File: src/rtl/irq_controller.sv
// irq_controller: synchronises and edge-detects interrupt lines, arbitrates by
// fixed priority (line 0 highest) under mask and global enable, forces the
// sequencer to a per-line vector and returns through a saved-address stack.
// Optional feature macro: IRQ_NESTING_EN (preemption by higher-priority lines
// and a STACK_DEPTH-entry return stack; otherwise one handler at a time).
//
// Sequencer handshake: irq_jump and ret_jump are single-cycle registered
// pulses, never high together; irq_jump_address / ret_addr carry data only
// while their pulse is high and read 0 otherwise. There is no back-pressure:
// the sequencer must act on the pulse in the cycle it is seen.
module irq_controller #(
  parameter int         NUM_IRQ     = 4,
  parameter logic [3:0] VEC_BASE    = 4'hC,
  parameter int         STACK_DEPTH = 4
) (
  input  logic               clk,
  input  logic               reset,
  input  logic [NUM_IRQ-1:0] irq,
  input  logic               mask_we,
  input  logic [NUM_IRQ-1:0] mask_data,
  input  logic               ei,
  input  logic               di,
  input  logic               reti,
  input  logic               hold,
  input  logic [7:0]         pc,
  output logic               irq_jump,
  output logic [3:0]         irq_jump_address,
  output logic               ret_jump,
  output logic [7:0]         ret_addr,
  output logic [NUM_IRQ-1:0] irq_pending,
  output logic [NUM_IRQ-1:0] irq_active,
  output logic [2:0]         irq_depth
);

`ifdef IRQ_NESTING_EN
  localparam int SD = STACK_DEPTH;
`else
  // Without nesting only one return address is ever held.
  localparam int SD = (STACK_DEPTH > 0) ? 1 : 1;
`endif

  typedef enum logic [1:0] {ST_IDLE, ST_ENTER, ST_RETURN} state_t;

  state_t               state_q, state_d;
  logic [NUM_IRQ-1:0]   sync1_q, sync2_q, sync3_q, edge_w;
  logic [NUM_IRQ-1:0]   mask_q, mask_d;
  logic                 gie_q, gie_d;
  logic [NUM_IRQ-1:0]   pending_q, pending_d;
  logic [NUM_IRQ-1:0]   active_q, active_d;
  logic [2:0]           depth_q, depth_d;
  logic [7:0]           stack_q [SD];
  logic [7:0]           stack_d [SD];
  logic [NUM_IRQ-1:0]   sel_q, sel_d;
  logic                 jump_q, jump_d;
  logic [3:0]           jaddr_q, jaddr_d;
  logic                 rjump_q, rjump_d;
  logic [7:0]           raddr_q, raddr_d;
  logic [NUM_IRQ-1:0]   grant;
  logic                 found;
  logic                 blocked;
  logic [3:0]           vec;
  logic [7:0]           top_w;
`ifdef IRQ_NESTING_EN
  logic [NUM_IRQ-1:0]   below;
  logic                 full;
`endif

  assign edge_w = sync2_q & ~sync3_q;

  // Two-flop synchroniser plus one history flop for rising-edge detection.
  always_ff @(posedge clk or posedge reset) begin
    if (reset) begin
      sync1_q <= '0;
      sync2_q <= '0;
      sync3_q <= '0;
    end else begin
      sync1_q <= irq;
      sync2_q <= sync1_q;
      sync3_q <= sync2_q;
    end
  end

  // Arbitration, transfer FSM next state, stack push/pop and output pulses.
  always_comb begin
    state_d   = state_q;
    mask_d    = mask_we ? mask_data : mask_q;
    gie_d     = di ? 1'b0 : (ei ? 1'b1 : gie_q);
    pending_d = pending_q | edge_w;
    active_d  = active_q;
    depth_d   = depth_q;
    stack_d   = stack_q;
    sel_d     = sel_q;
    jump_d    = 1'b0;
    jaddr_d   = 4'h0;
    rjump_d   = 1'b0;
    raddr_d   = 8'h00;
    grant     = '0;
    found     = 1'b0;
    blocked   = 1'b0;
    vec       = 4'h0;
    top_w     = 8'h00;
`ifdef IRQ_NESTING_EN
    below     = '0;
    full      = (depth_q == 3'(SD));
`endif

    for (int j = 0; j < SD; j++) begin
      if (depth_q == 3'(j + 1)) top_w = stack_q[j];
    end

    // Lowest-index line that is pending, unmasked and not blocked wins.
    for (int i = 0; i < NUM_IRQ; i++) begin
`ifdef IRQ_NESTING_EN
      below[i] = 1'b1;
      blocked  = full || ((active_q & below) != '0);
`else
      blocked  = |active_q;
`endif
      if (!found && pending_q[i] && mask_q[i] && !blocked) begin
        found    = 1'b1;
        grant[i] = 1'b1;
        vec      = VEC_BASE + 4'(i);
      end
    end

    case (state_q)
      ST_IDLE: begin
        if (reti && depth_q != 3'd0) begin
          state_d = ST_RETURN;
          rjump_d = 1'b1;
          raddr_d = top_w;
        end else if (found && gie_q && !hold) begin
          state_d = ST_ENTER;
          sel_d   = grant;
          jump_d  = 1'b1;
          jaddr_d = vec;
        end
      end
      ST_ENTER: begin
        state_d   = ST_IDLE;
        pending_d = (pending_q & ~sel_q) | edge_w;
        active_d  = active_q | sel_q;
        depth_d   = depth_q + 3'd1;
        for (int j = 0; j < SD; j++) begin
          if (depth_q == 3'(j)) stack_d[j] = pc + 8'd1;
        end
      end
      ST_RETURN: begin
        state_d  = ST_IDLE;
        // Most recent handler is always the lowest-index active line.
        active_d = active_q & (active_q - 1'b1);
        depth_d  = depth_q - 3'd1;
      end
      default: state_d = ST_IDLE;
    endcase
  end

  // Controller state and registered output pulses.
  always_ff @(posedge clk or posedge reset) begin
    if (reset) begin
      state_q   <= ST_IDLE;
      mask_q    <= '0;
      gie_q     <= 1'b0;
      pending_q <= '0;
      active_q  <= '0;
      depth_q   <= 3'd0;
      for (int j = 0; j < SD; j++) stack_q[j] <= 8'h00;
      sel_q     <= '0;
      jump_q    <= 1'b0;
      jaddr_q   <= 4'h0;
      rjump_q   <= 1'b0;
      raddr_q   <= 8'h00;
    end else begin
      state_q   <= state_d;
      mask_q    <= mask_d;
      gie_q     <= gie_d;
      pending_q <= pending_d;
      active_q  <= active_d;
      depth_q   <= depth_d;
      stack_q   <= stack_d;
      sel_q     <= sel_d;
      jump_q    <= jump_d;
      jaddr_q   <= jaddr_d;
      rjump_q   <= rjump_d;
      raddr_q   <= raddr_d;
    end
  end

  assign irq_jump         = jump_q;
  assign irq_jump_address = jaddr_q;
  assign ret_jump         = rjump_q;
  assign ret_addr         = raddr_q;
  assign irq_pending      = pending_q;
  assign irq_active       = active_q;
  assign irq_depth        = depth_q;

endmodule

File: config.mk
export PLATFORM = sky130hd
export DESIGN_NAME = irq_controller
export DESIGN_NICKNAME = d
export VERILOG_FILES = /design/src/rtl/irq_controller.sv
export SDC_FILE = /design/constraint.sdc
export NUM_CORES = 1
export LEC_CHECK = 0
export ABC_AREA = 0
export BUFFER_PORTS_ARGS = -buffer_cell sky130_fd_sc_hd__buf_2
export CAP_MARGIN = 10
export CORE_ASPECT_RATIO = 1.5
export CORE_UTILIZATION = 51
export CTS_CLUSTER_SIZE = 24
export DETAILED_ROUTE_END_ITERATION = 8
export GPL_ROUTABILITY_DRIVEN = 0
export GPL_TIMING_DRIVEN = 0
export PLACE_DENSITY = 0.76
export SETUP_SLACK_MARGIN = 0.3
export SLEW_MARGIN = 0
export SYNTH_ARGS = -nofsm -noshare
export SYNTH_HDL_FRONTEND = slang
export SYNTH_SLANG_ARGS = --single-unit
export TNS_END_PERCENT = 20
File: constraint.sdc
create_clock -name clk -period 3.5 [get_ports clk]
set_input_delay 0 -clock clk [delete_from_list [all_inputs] [get_ports clk]]
set_output_delay 0 -clock clk [all_outputs]
set_load 0.005 [all_outputs]
After elaboration in Yosys (flattened, before gate mapping)
Index checks and enable logic that the tools add are counted.
{"block": "classes", "addsub": 4, "multipliers": 0, "n_div": 0, "n_lt_le_gt_ge": 0, "eq_ne": 4, "shifts": 0, "n_mux": 30, "bitwise": 9, "reduce_logical": 27}
{"operator": "2-to-1 mux 4 bit", "n": 8}
{"operator": "2-to-1 mux 8 bit", "n": 3}
{"operator": "logical AND 1 bit", "n": 14}
{"operator": "2-to-1 mux 1 bit", "n": 14}
{"operator": "AND 4 bit", "n": 3}
{"operator": "OR 4 bit", "n": 3}
{"operator": "adder 8 x 1 -> 8 bit (second input constant)", "n": 1}
{"operator": "NOT 4 bit", "n": 2}
{"operator": "one-hot mux 4 bit (2 select lines)", "n": 1}
{"operator": "2-to-1 mux 2 bit", "n": 3}
{"operator": "one-hot mux 3 bit (2 select lines)", "n": 1}
{"operator": "logical NOT 1 bit", "n": 5}
{"operator": "nonzero test 2 bit", "n": 2}
{"operator": "OR reduction 4 bit", "n": 1}
{"operator": "subtractor 4 x 1 -> 4 bit (second input constant)", "n": 1}
{"operator": "adder 3 x 1 -> 3 bit (second input constant)", "n": 1}
{"operator": "== test 3 x 1 -> 1 bit (second input constant)", "n": 1}
{"operator": "logical NOT 3 bit", "n": 1}
{"operator": "!= test 3 bit (second input constant)", "n": 1}
{"operator": "AND reduction 3 bit", "n": 1}
{"operator": "nonzero test 3 bit", "n": 1}
{"operator": "subtractor 3 x 1 -> 3 bit (second input constant)", "n": 1}
{"operator": "== test 2 x 1 -> 1 bit (second input constant)", "n": 1}
{"operator": "== test 2 bit (second input constant)", "n": 1}
{"operator": "other kinds (3)", "n": 3}
{"block": "word_totals", "regBits": 56, "latch_bits": 0, "ram_bits": 0, "romBits": 0, "out_inout_bits": 25, "word_cells": 89, "mem_count": 0}

Depth between registers and ports, before layout
Gate-level depths: netlist of run 1.
{"block": "logic_depth", "ltp_word": 24, "ltp_mapped": 7, "ltp_nobuf": 6}

Least setup slack after synthesis of run 1
No wires, ideal clock.
{"block": "synth_timing", "path_type": "reg-to-reg", "from": "register active_q[1] (netlist: irq_active[1])", "to": "register sel_q[0]", "t_arrival_ns": 1.772, "required_ns": 3.375, "setup_slack_ns": 1.603, "path_stages_with_launch": 5, "path_buffers": 0, "synth_period_minus_slack_ns": 1.897, "cell_sequence": "dfrtp_1 or4_4 a311oi_4 nand3_4 mux2_4"}
{"block": "synth_via", "elab_chain_len": 22}
{"element": "start: declaration", "line_no": "49", "source": "logic [NUM_IRQ-1:0] active_q, active_d;"}
{"element": "start signal: assignment", "line_no": "178", "source": "active_q <= active_d;"}
{"element": "OR reduction 4 bit (*)", "line_no": "117", "source": "blocked = |active_q;"}
{"element": "logical NOT 1 bit (*)", "line_no": "119", "source": "if (!found && pending_q[i] && mask_q[i] && !blocked) begin"}
{"element": "logical AND 1 bit", "line_no": "119"}
{"element": "2-to-1 mux 1 bit", "line_no": "119"}
{"element": "logical NOT 1 bit", "line_no": "119"}
{"element": "logical AND 1 bit (3 in series)", "line_no": "119"}
{"element": "2-to-1 mux 1 bit", "line_no": "119"}
{"element": "logical NOT 1 bit", "line_no": "119"}
{"element": "logical AND 1 bit (3 in series)", "line_no": "119"}
{"element": "2-to-1 mux 1 bit", "line_no": "119"}
{"element": "logical NOT 1 bit", "line_no": "119"}
{"element": "logical AND 1 bit (3 in series)", "line_no": "119"}
{"element": "2-to-1 mux 1 bit", "line_no": "119"}
{"element": "logical AND 1 bit (2 in series)", "line_no": "132", "source": "end else if (found && gie_q && !hold) begin"}
{"element": "AND reduction 3 bit (no source line)"}
{"element": "end signal: assignment", "line_no": "181", "source": "sel_q <= sel_d;"}
{"element": "end: declaration", "line_no": "53", "source": "logic [NUM_IRQ-1:0] sel_q, sel_d;"}
Mark *: on every way between the ends. The rest lies on a longest branch, timed or not.
A chain may end at the register's enable or synchronous reset.

Worst setup path after layout of run 1
Ends and elaborated chain as after synthesis.

==> results of run 1 <==
[worst paths after layout]
path,startpoint,endpoint,slack [ns]
worst max-delay path,irq_active[1],sel_q[0],1.45
worst min-delay path,reti,ret_jump,0.0008
worst max register to register,irq_active[1],sel_q[0],1.45
worst min register to register,sync1_q[1],sync2_q[1],0.35
max in group asynchronous,reset,sync3_q[1],2.68
min in group asynchronous,reset,sync1_q[2],0.28
[kinds of logic after synthesis]
logic type / synth area share
adder cells (fa/ha/maj): 0.0454
flip-flops: 0.624
buffers and inverters: 0.0306
AO/OA/AOI/OAI: 0.0715
AND/OR/NAND/NOR: 0.136
XOR/XNOR: 0.0357
multiplexers: 0.0573
[repair_timing]
action | 4_1_cts | 5_1_grt
gates resized for setup | 0 | 0
endpoints found under the hold margin | 36 | 0
hold buffers | 13 | 0
[cells in the final DEF (no fill, tap or decap), types with 8 or more instances in the layout]
master | Yosys | final
nand2_1 | 23 | 23
dfrtp_1 | 55 | 55
buf_2 | 0 | 47
inv_1 | 11 | 10
nor2_1 | 10 | 10
dlygate4sd3_1 | 0 | 13
ha_1 | 8 | 8
and2_1 | 8 | 8
nand3_1 | 9 | 9
o21ai_0 | 15 | 15
[report_power, final]
part | internal [W] | switching, W
clock network | 0.000181 | 0.000187
logic | 0.000207 | 0.000227
registers | 0.000759 | 0.0000869
total | 0.00115 | 0.000501
[state kept, by name, summed over array words and instances, names as in the netlist]
register / flops
sync1_q: 4
irq_jump_address: 3
ret_addr: 8
irq_active: 4
sel_q: 4
mask_q: 4
irq_jump: 1
ret_jump: 1
irq_pending: 4
irq_depth: 3
gie_q: 1
stack_q: 8
sync2_q: 4
sync3_q: 4
state_q: 2
[through the flow]
| stage | util | cells |
|---|---|---|
| after floorplan | - | 184 |
| after global placement | 0.620 | 276 |
| after detailed placement | 0.625 | 277 |
| after CTS | 0.682 | 298 |
| after global routing | 0.682 | 298 |
| final | 0.682 | 298 |
[per-layer routing]
layer	wire length (µm)	vias up	GRT usage
li1	-	743	-
met4	68	0	0.0825
met5	0	-	0
met1	1480	725	0.178
met3	159	5	0.0436
met2	2050	38	0.360
[layout make-up]
type / instances / area, µm²
repair buffers: 61 / 385
flip-flops and latches: 55 / 1380
inverters: 13 / 48.8
plain buffers: 4 / 18.8
multi-input cells: 112 / 762
fillers: 315 / 1280
clock buffers: 8 / 100
well taps: 45 / 56.3
[critical path, stage by stage, from the launching register on]
cell and delay [ns]:
dfrtp_1 0.44, or4_4 0.56, a311oi_4 0.40, nand3_4 0.20, mux2_4 0.34
==> results.toml, run 1 <==
[route]
vias_per_cell = 5.07
dr_total_vias = 1511
drt_wl_total_um = 3760
drt_iter0_markers = 12
drc_errors = 0
firstDrtPassIters = 4
wl_per_cell_um = 12.6
ant_nets = 0

[floorplanning]
die_h_um = 82.5
rows = 28
initial_core_util = 0.548
coreArea_mm2 = 0.00403
die_w_um = 55.7
ioPinCount = 48
dieArea_mm2 = 0.00460

[sta]
tightest_slew_ns = 0.686
fin_skew_ns = 0.00454
fin_ws_ns = 1.45
setup_tns_ns = 0
finalCritPeriodShare = 0.587
hold_viol_final = 0
whs_ns = 0.000780
min_period_ns = 2.05
max_freq_mhz = 487
slew_violations = 0
setup_violations = 0
relSlewSlack = 0.542
rsz0062_at_grt = "false"

[grt]
gr-total-overflow = 0
grt_pass1_wl_um = 6330
grtUsageTotal = 0.182
grt_max_degree = 31
antenna_found_initial = 0
grt_pass1_vias = 1493

[run]
max_cap_violations = 0

[logic_synthesis]
synthCells = 184
synth_ff_type = "dfrtp_1"
synth-edff-count = 0
synth_commonest_cells = "55 x dfrtp_1, 23 x nand2_1, 15 x o21ai_0"
syn_area_per_cell_um2 = 12.0
synth.cell_area_mm2 = 0.00221
synth-seq-cells = 55
synth_area_leaders = "dfrtp_1 62%, ha_1 4.5%, nand2_1 3.9%"
ys_types = 30
post-synth-top-area-fraction = 0.624
syn_nets = 215
seq_area_frac_synth = 0.624
synth_largest_area_cell = "dfrtp_1"
synthMostInstantiatedCell = "dfrtp_1"
async_flop_share = 1.00
yosys_warnings = 0

[outcome]
status = "complete, no violations"

[cts]
cts_made_buffers = 5
insertion_delay_ns = 0.30
cts_tree = "done"
cts_setup_buffers = 0
cts_max_level = 2
clkTransAtPathRegs_ns = 0.09
clockBufferDepth = 2
cts.sinks = 55
cts_root_buf = "clkbuf_8"

[placement]
placed_area_mm2 = 0.00252
dp_hpwl_um = 2780
pre_cts_ws_ns = 1.47
portBuffers = 47

[worst_setup_path]
worst_setup_path_start_kind = "flip-flop"
cp.arrival_ns = 2.24
path_max_fanout = 8
reg2reg_depth = 4
critPathKind = "reg2reg"
endpoint_kind = "flip-flop"
required_ns = 3.69

[layout]
layout.nets = 283
final_area_mm2 = 0.00275
area_delta_synth_final_pct = 24.6
n_antenna_cell = 0
drive_above_1_share = 0.281

[worst_hold_path]
hold_path_class = "in2reg"
whs_path_depth = 3

[pwr]
finalPower_w = 0.00165
leakage_nw = 1.43
vdd_drop_max_uv = 415
power.density_mw_per_mm2 = 600
No activity file was read; power rests on OpenSTA's default activity.
==> run 2: changes to the inputs <==
Settings changed: ABC_AREA 0 to 1, CORE_UTILIZATION 51 to 48, PLACE_DENSITY 0.76 to 0.74.
Clock period 3.5 ns to 1.65 ns, I/O delays scaled along.
==> run 2 against run 1 <==
Area after synthesis increased by 3.2%. Power increased to 2.6 times the previous value. Worst setup slack got worse by 1.2 ns. Largest power group unchanged.
==> results.toml, run 2 <==
[logic_synthesis]
post-synth-top-area-fraction = 0.605
synth_compound_area_frac = 0.0528
synth_top_family_by_area = "simple AND/OR/NAND/NOR gates"
syn_nets = 264
synth-simple-area-share = 0.201
synthCells = 233
synth_largest_area_cell = "dfrtp_1"
async_flop_share = 1.00
synth-seq-cells = 55
synth-edff-count = 0
synth_area_leaders = "dfrtp_1 60%, nand2_1 9.9%, inv_1 5.6%"
synth_commonest_cells = "60 x nand2_1, 55 x dfrtp_1, 34 x inv_1"
synth_ff_type = "dfrtp_1"
yosys_warnings = 0
synth_mux_area_frac = 0.0198
synth_xor_xnor_area_share = 0.0115
syn_area_per_cell_um2 = 9.77
ys_types = 26
yosys.area_share.adder = 0.0440
synth.cell_area_mm2 = 0.00228
synthMostInstantiatedCell = "nand2_1"
seq_area_frac_synth = 0.605

[pwr]
vdd_drop_max_uv = 776
leakage_nw = 1.62
power.density_mw_per_mm2 = 1420

[sta]
min_period_ns = 1.44
relSlewSlack = 0.652
setup_tns_ns = 0
slew_violations = 0
setup_violations = 0
finalCritPeriodShare = 0.873
max_freq_mhz = 695
fin_skew_ns = 0.00360
tightest_slew_ns = 0.521
hold_viol_final = 0
fin_ws_ns = 0.210
rsz0062_at_grt = "true"

[cts]
cts_root_buf = "clkbuf_8"
clockBufferDepth = 2
cts.sinks = 55
cts_made_buffers = 5
cts_max_level = 2
insertion_delay_ns = 0.31
cts_tree = "done"
clkTransAtPathRegs_ns = 0.09

[floorplanning]
dieArea_mm2 = 0.00503
initial_core_util = 0.501
die_h_um = 86.3
die_w_um = 58.2
rows = 30
coreArea_mm2 = 0.00454
ioPinCount = 48

[layout]
layout.nets = 345
drive_above_1_share = 0.330
area_delta_synth_final_pct = 31.7
final_common_cell = "nand2_1"
final_cell_mix = "58 x nand2_1, 55 x dfrtp_1, 47 x buf_2, 26 x inv_1, 16 x nor2_1"
n_antenna_cell = 0
final_util = 0.660

[grt]
gr-total-overflow = 0
antenna_found_initial = 0
grtUsageTotal = 0.194
grt_util_met2 = 0.336
grt_pass1_vias = 1726
grt_use_met3 = 0.0433
grt.busiest_layer = "met2"
grtUsageMet1 = 0.217
grt_max_degree = 36
grt_pass1_wl_um = 7360

[worst_setup_path]
rr_startpoint = "state_q[0]"
reg2reg_to = "irq_depth[2]"
reg2reg_slack_ns = 0.21
endpoint_kind = "flip-flop"
cpPeakStageDelay_ns = 0.37
cp_slowest_cell = "dfrtp_1"
cp_cell_sequence = "inv_2, ha_4, inv_2, or2_4, inv_4, nand2_2, nand2_2, xor2_2, inv_1"
worst_setup_path_start_kind = "flip-flop"
path_max_fanout = 3
cp.arrival_ns = 1.65
critPathKind = "reg2reg"
reg2reg_depth = 9
required_ns = 1.86

[run]
max_cap_violations = 0

[route]
wl_per_cell_um = 11.5
ant_nets = 0
vias_per_cell = 4.70
firstDrtPassIters = 4
drt_iter0_markers = 39
drc_errors = 0
drt_wl_total_um = 4350
dr_total_vias = 1781

[worst_hold_path]
hold_path_class = "in2reg"
min_from = "mask_we"
hold_end = "mask_q[1]"
whs_path_depth = 2

[placement]
portBuffers = 47
dp_hpwl_um = 3000
pre_cts_ws_ns = 0.148

[outcome]
status = "complete, no violations"
==> run 2: critical path, delay by kind of cell (launching register included) <==
family | cells | cell delay, ns
fa+ha+maj | 1 | 0.28
buf+inv | 4 | 0.20
xor+xnor | 1 | 0.13
flops | 1 | 0.37
simple gates | 3 | 0.35
==> run 2: routing by layer <==
metal	routed length, µm	part of all wire	up-vias
li1	-	-	886
met1	1730	0.40	835
met2	2320	0.53	45
met3	165	0.038	15
met4	137	0.031	0
met5	0	0	-
==> run 2: repair_timing <==
item,in CTS,in global routing
buffers inserted,11,2
resized for setup,9,8
setup endpoints to repair,26,29
hold buffers,13,0
pin swaps,8,9
hold endpoints to repair,31,0
==> run 2: cell families (layout without fill, tap and decap cells) <==
group	count (synthesis)	count (layout)
multiplexers	4	4
AO/OA/AOI/OAI	21	21
flip-flops	55	55
XOR/XNOR	3	3
buffers and inverters	39	121
AND/OR/NAND/NOR	103	103
adder cells (fa/ha/maj)	8	8
==> run 2: cell type report <==
type	instances	area, µm²
fillers	377	1540
flip-flops and latches	55	1380
multi-input cells	139	801
repair buffers	74	483
inverters	38	146
clock buffers	7	96.3
well taps	64	80.1
clock inverters	1	7.51
plain buffers	1	7.51
==> run 2: metrics by stage <==
| stage | power [W] | instances | hold slack [ns] | cell area (µm²) |
|---|---|---|---|---|
| floorplan | 0.00273 | 233 | 0.0314 | 2290 |
| global placement | 0.00305 | 344 | 0.108 | 2600 |
| detailed placement | 0.00311 | 345 | 0.0300 | 2620 |
| CTS | 0.00419 | 377 | 0.00493 | 2960 |
| global route | 0.00456 | 379 | 0.0179 | 3000 |
| finish | 0.00426 | 379 | 0.0133 | 3000 |
==> run 2: how the worst max path moves through the flow <==
stage	end	start	depth (start not counted)
floorplan	irq_depth[2]	state_q[1]	9
global placement	ret_addr[6]	reset	2
detailed placement	sel_q[3]	irq_depth[0]	7
CTS	irq_depth[2]	state_q[0]	9
global route	irq_depth[2]	state_q[0]	9
finish	irq_depth[2]	state_q[0]	9
==> run 2: power by group <==
group          internal, W  total, W  switching (W)
sequential         0.00165   0.00184       0.000185
clock             0.000382  0.000798       0.000416
combinational     0.000742   0.00163       0.000886
==> run 3: changes to the inputs <==
--- a/config.mk
+++ b/config.mk
@@ -11,4 +11,5 @@
 export CORE_ASPECT_RATIO = 1.5
 export CORE_UTILIZATION = 48
+export CTS_CLUSTER_DIAMETER = 30
 export CTS_CLUSTER_SIZE = 24
 export DETAILED_ROUTE_END_ITERATION = 8
==> constraint.sdc (replaced) <==
create_clock -name clk -period 1.65 [get_ports clk]
set_input_delay 0 -clock clk [delete_from_list [all_inputs] [get_ports clk]]
set_output_delay 0 -clock clk [all_outputs]
set_load 0.1 [all_outputs]
==> run 3 against run 2 <==
Critical path depth is the same. Die area is the same. Power grew 28%. Global-route usage shrank 0.33 points. The flow now finishes with violations (hold timing). Maximum frequency shrank 2.0%. Non-clock buffer count shrank 4. Via count shrank 1.6%. Largest cell class unchanged. Clock skew grew 0.0071 ns. Clock power grew 30%.
==> results.toml, run 3 (same netlist as run 2, synthesis figures left out) <==
[worst_hold_path]
min_from = "pc[5]"
hold_path_class = "in2reg"
whs_path_depth = 3

[route]
drc_errors = 0
ant_nets = 0
firstDrtPassIters = 4
drt_iter0_markers = 41
vias_per_cell = 4.67
dr_total_vias = 1753
drt_wl_total_um = 4370
wl_per_cell_um = 11.7

[placement]
placed_area_mm2 = 0.00264
portBuffers = 47
post-place-cells = 345
pre_cts_ws_ns = 0.0770
dp_hpwl_um = 3030

[grt]
grt_pass1_wl_um = 7240
antenna_found_initial = 0
gr-total-overflow = 0
grtUsageTotal = 0.191
grt_max_degree = 31
grt_pass1_vias = 1742

[sta]
rsz0062_at_grt = "true"
fin_skew_ns = 0.0107
whs_ns = -0.00334
hold_viol_final = 2
fin_ws_ns = 0.181
finalCritPeriodShare = 0.890
tightest_slew_ns = 0.554
relSlewSlack = 0.630
setup_violations = 0
min_period_ns = 1.47
max_freq_mhz = 681
slew_violations = 0

[floorplanning]
dieArea_mm2 = 0.00503
coreArea_mm2 = 0.00454
die_w_um = 58.2
die_h_um = 86.3
rows = 30
ioPinCount = 48
initial_core_util = 0.501

[layout]
final_common_cell = "nand2_1"
final_area_mm2 = 0.00304
layout.nets = 341
final_util = 0.670
final_cell_mix = "57 x nand2_1, 47 x buf_2, 44 x dfrtp_1, 25 x inv_1, 16 x nor2_1"
instances_no_fill = 375
drive_above_1_share = 0.357
n_antenna_cell = 0
fillers = 369
area_delta_synth_final_pct = 33.7

[worst_setup_path]
reg2reg_depth = 9
required_ns = 1.86
critPathLaunch = "state_q[0]"
cp.arrival_ns = 1.68
cp_slowest_cell = "dfrtp_1"
endpoint_kind = "flip-flop"
path_max_fanout = 4
cp_cell_sequence = "inv_2, ha_4, inv_2, or2_4, inv_4, nand2_2, nand2_2, xor2_1, inv_1"
critPathKind = "reg2reg"
cpPeakStageDelay_ns = 0.39
rr_startpoint = "state_q[0]"
worst_setup_path_start_kind = "flip-flop"

[pwr]
vdd_drop_max_uv = 779
leakage_nw = 1.61
power.density_mw_per_mm2 = 1790

[cts]
cts_tree = "done"
clkTransAtPathRegs_ns = 0.10
insertion_delay_ns = 0.32
cts.sinks = 55
cts_max_level = 2
cts_root_buf = "clkbuf_8"
cts_made_buffers = 5
clockBufferDepth = 2

[run]
max_cap_violations = 0

[outcome]
status = "complete, but fails checks"
violations = "hold timing"
[run 3: cell count changes in the layout (fill, tap and decap cells not counted), sizes merged]
cell and delta:
clkbuf -1, clkinvlp -1, bufinv +2, buf -4
[run 3: layer usage]
layer  track usage  part of all wire
met2         0.339              0.54
met3        0.0433             0.041
met5             0                 0
met1         0.211              0.40
met4        0.0931             0.022
[run 3: path summary, 6_finish.rpt]
kind	end	slack (ns)
max	irq_depth[2]	0.18
min	stack_q[5]	-0.003
max reg2reg	irq_depth[2]	0.18
min reg2reg	sync2_q[0]	0.36
max in group asynchronous	irq_pending[1]	0.82
min in group asynchronous	irq_pending[2]	0.27
[run 3: repair_timing]
item,in CTS,in global routing
buffers inserted,4,5
hold buffers,13,0
resized for setup,6,17
hold endpoints to repair,36,0
endpoints found under the setup margin,17,27
pin swaps,1,7
[run 3: layout make-up]
cell class                 instances  area, µm²  area share
sequential                        55       1390       0.457
inverter                          38        151      0.0498
tap                               64       80.1      0.0263
clock buffer                       6       72.6      0.0238
clock inverter                     2       60.1      0.0197
buffer                             1       7.51     0.00247
multi-input combinational        139        828       0.272
timing repair buffer              70        453       0.149
[run 3: per-stage QoR]
stage                     setup TNS [ns]  hold slack (ns)  total power [W]
final                                  0         -0.00334          0.00546
after CTS                              0         0.000350          0.00524
after global routing                   0           0.0206          0.00575
after floorplan                        0           0.0314          0.00365
after detailed placement               0           0.0851          0.00406
after global placement            -18.41            0.108          0.00399
[run 3: worst max-delay path, delay by kind of cell, from the launching register on]
family	cells	cell delay, ns
buffers and inverters	4	0.22
XOR/XNOR	1	0.14
flip-flops	1	0.39
AND/OR/NAND/NOR	3	0.33
adder cells (fa/ha/maj)	1	0.28
[run 3: report_power, final]
part,switching (W),total (W),internal (W)
clock,0.000429,0.00104,0.000606
combinational,0.00180,0.00255,0.000740
sequential,0.000209,0.00188,0.00167
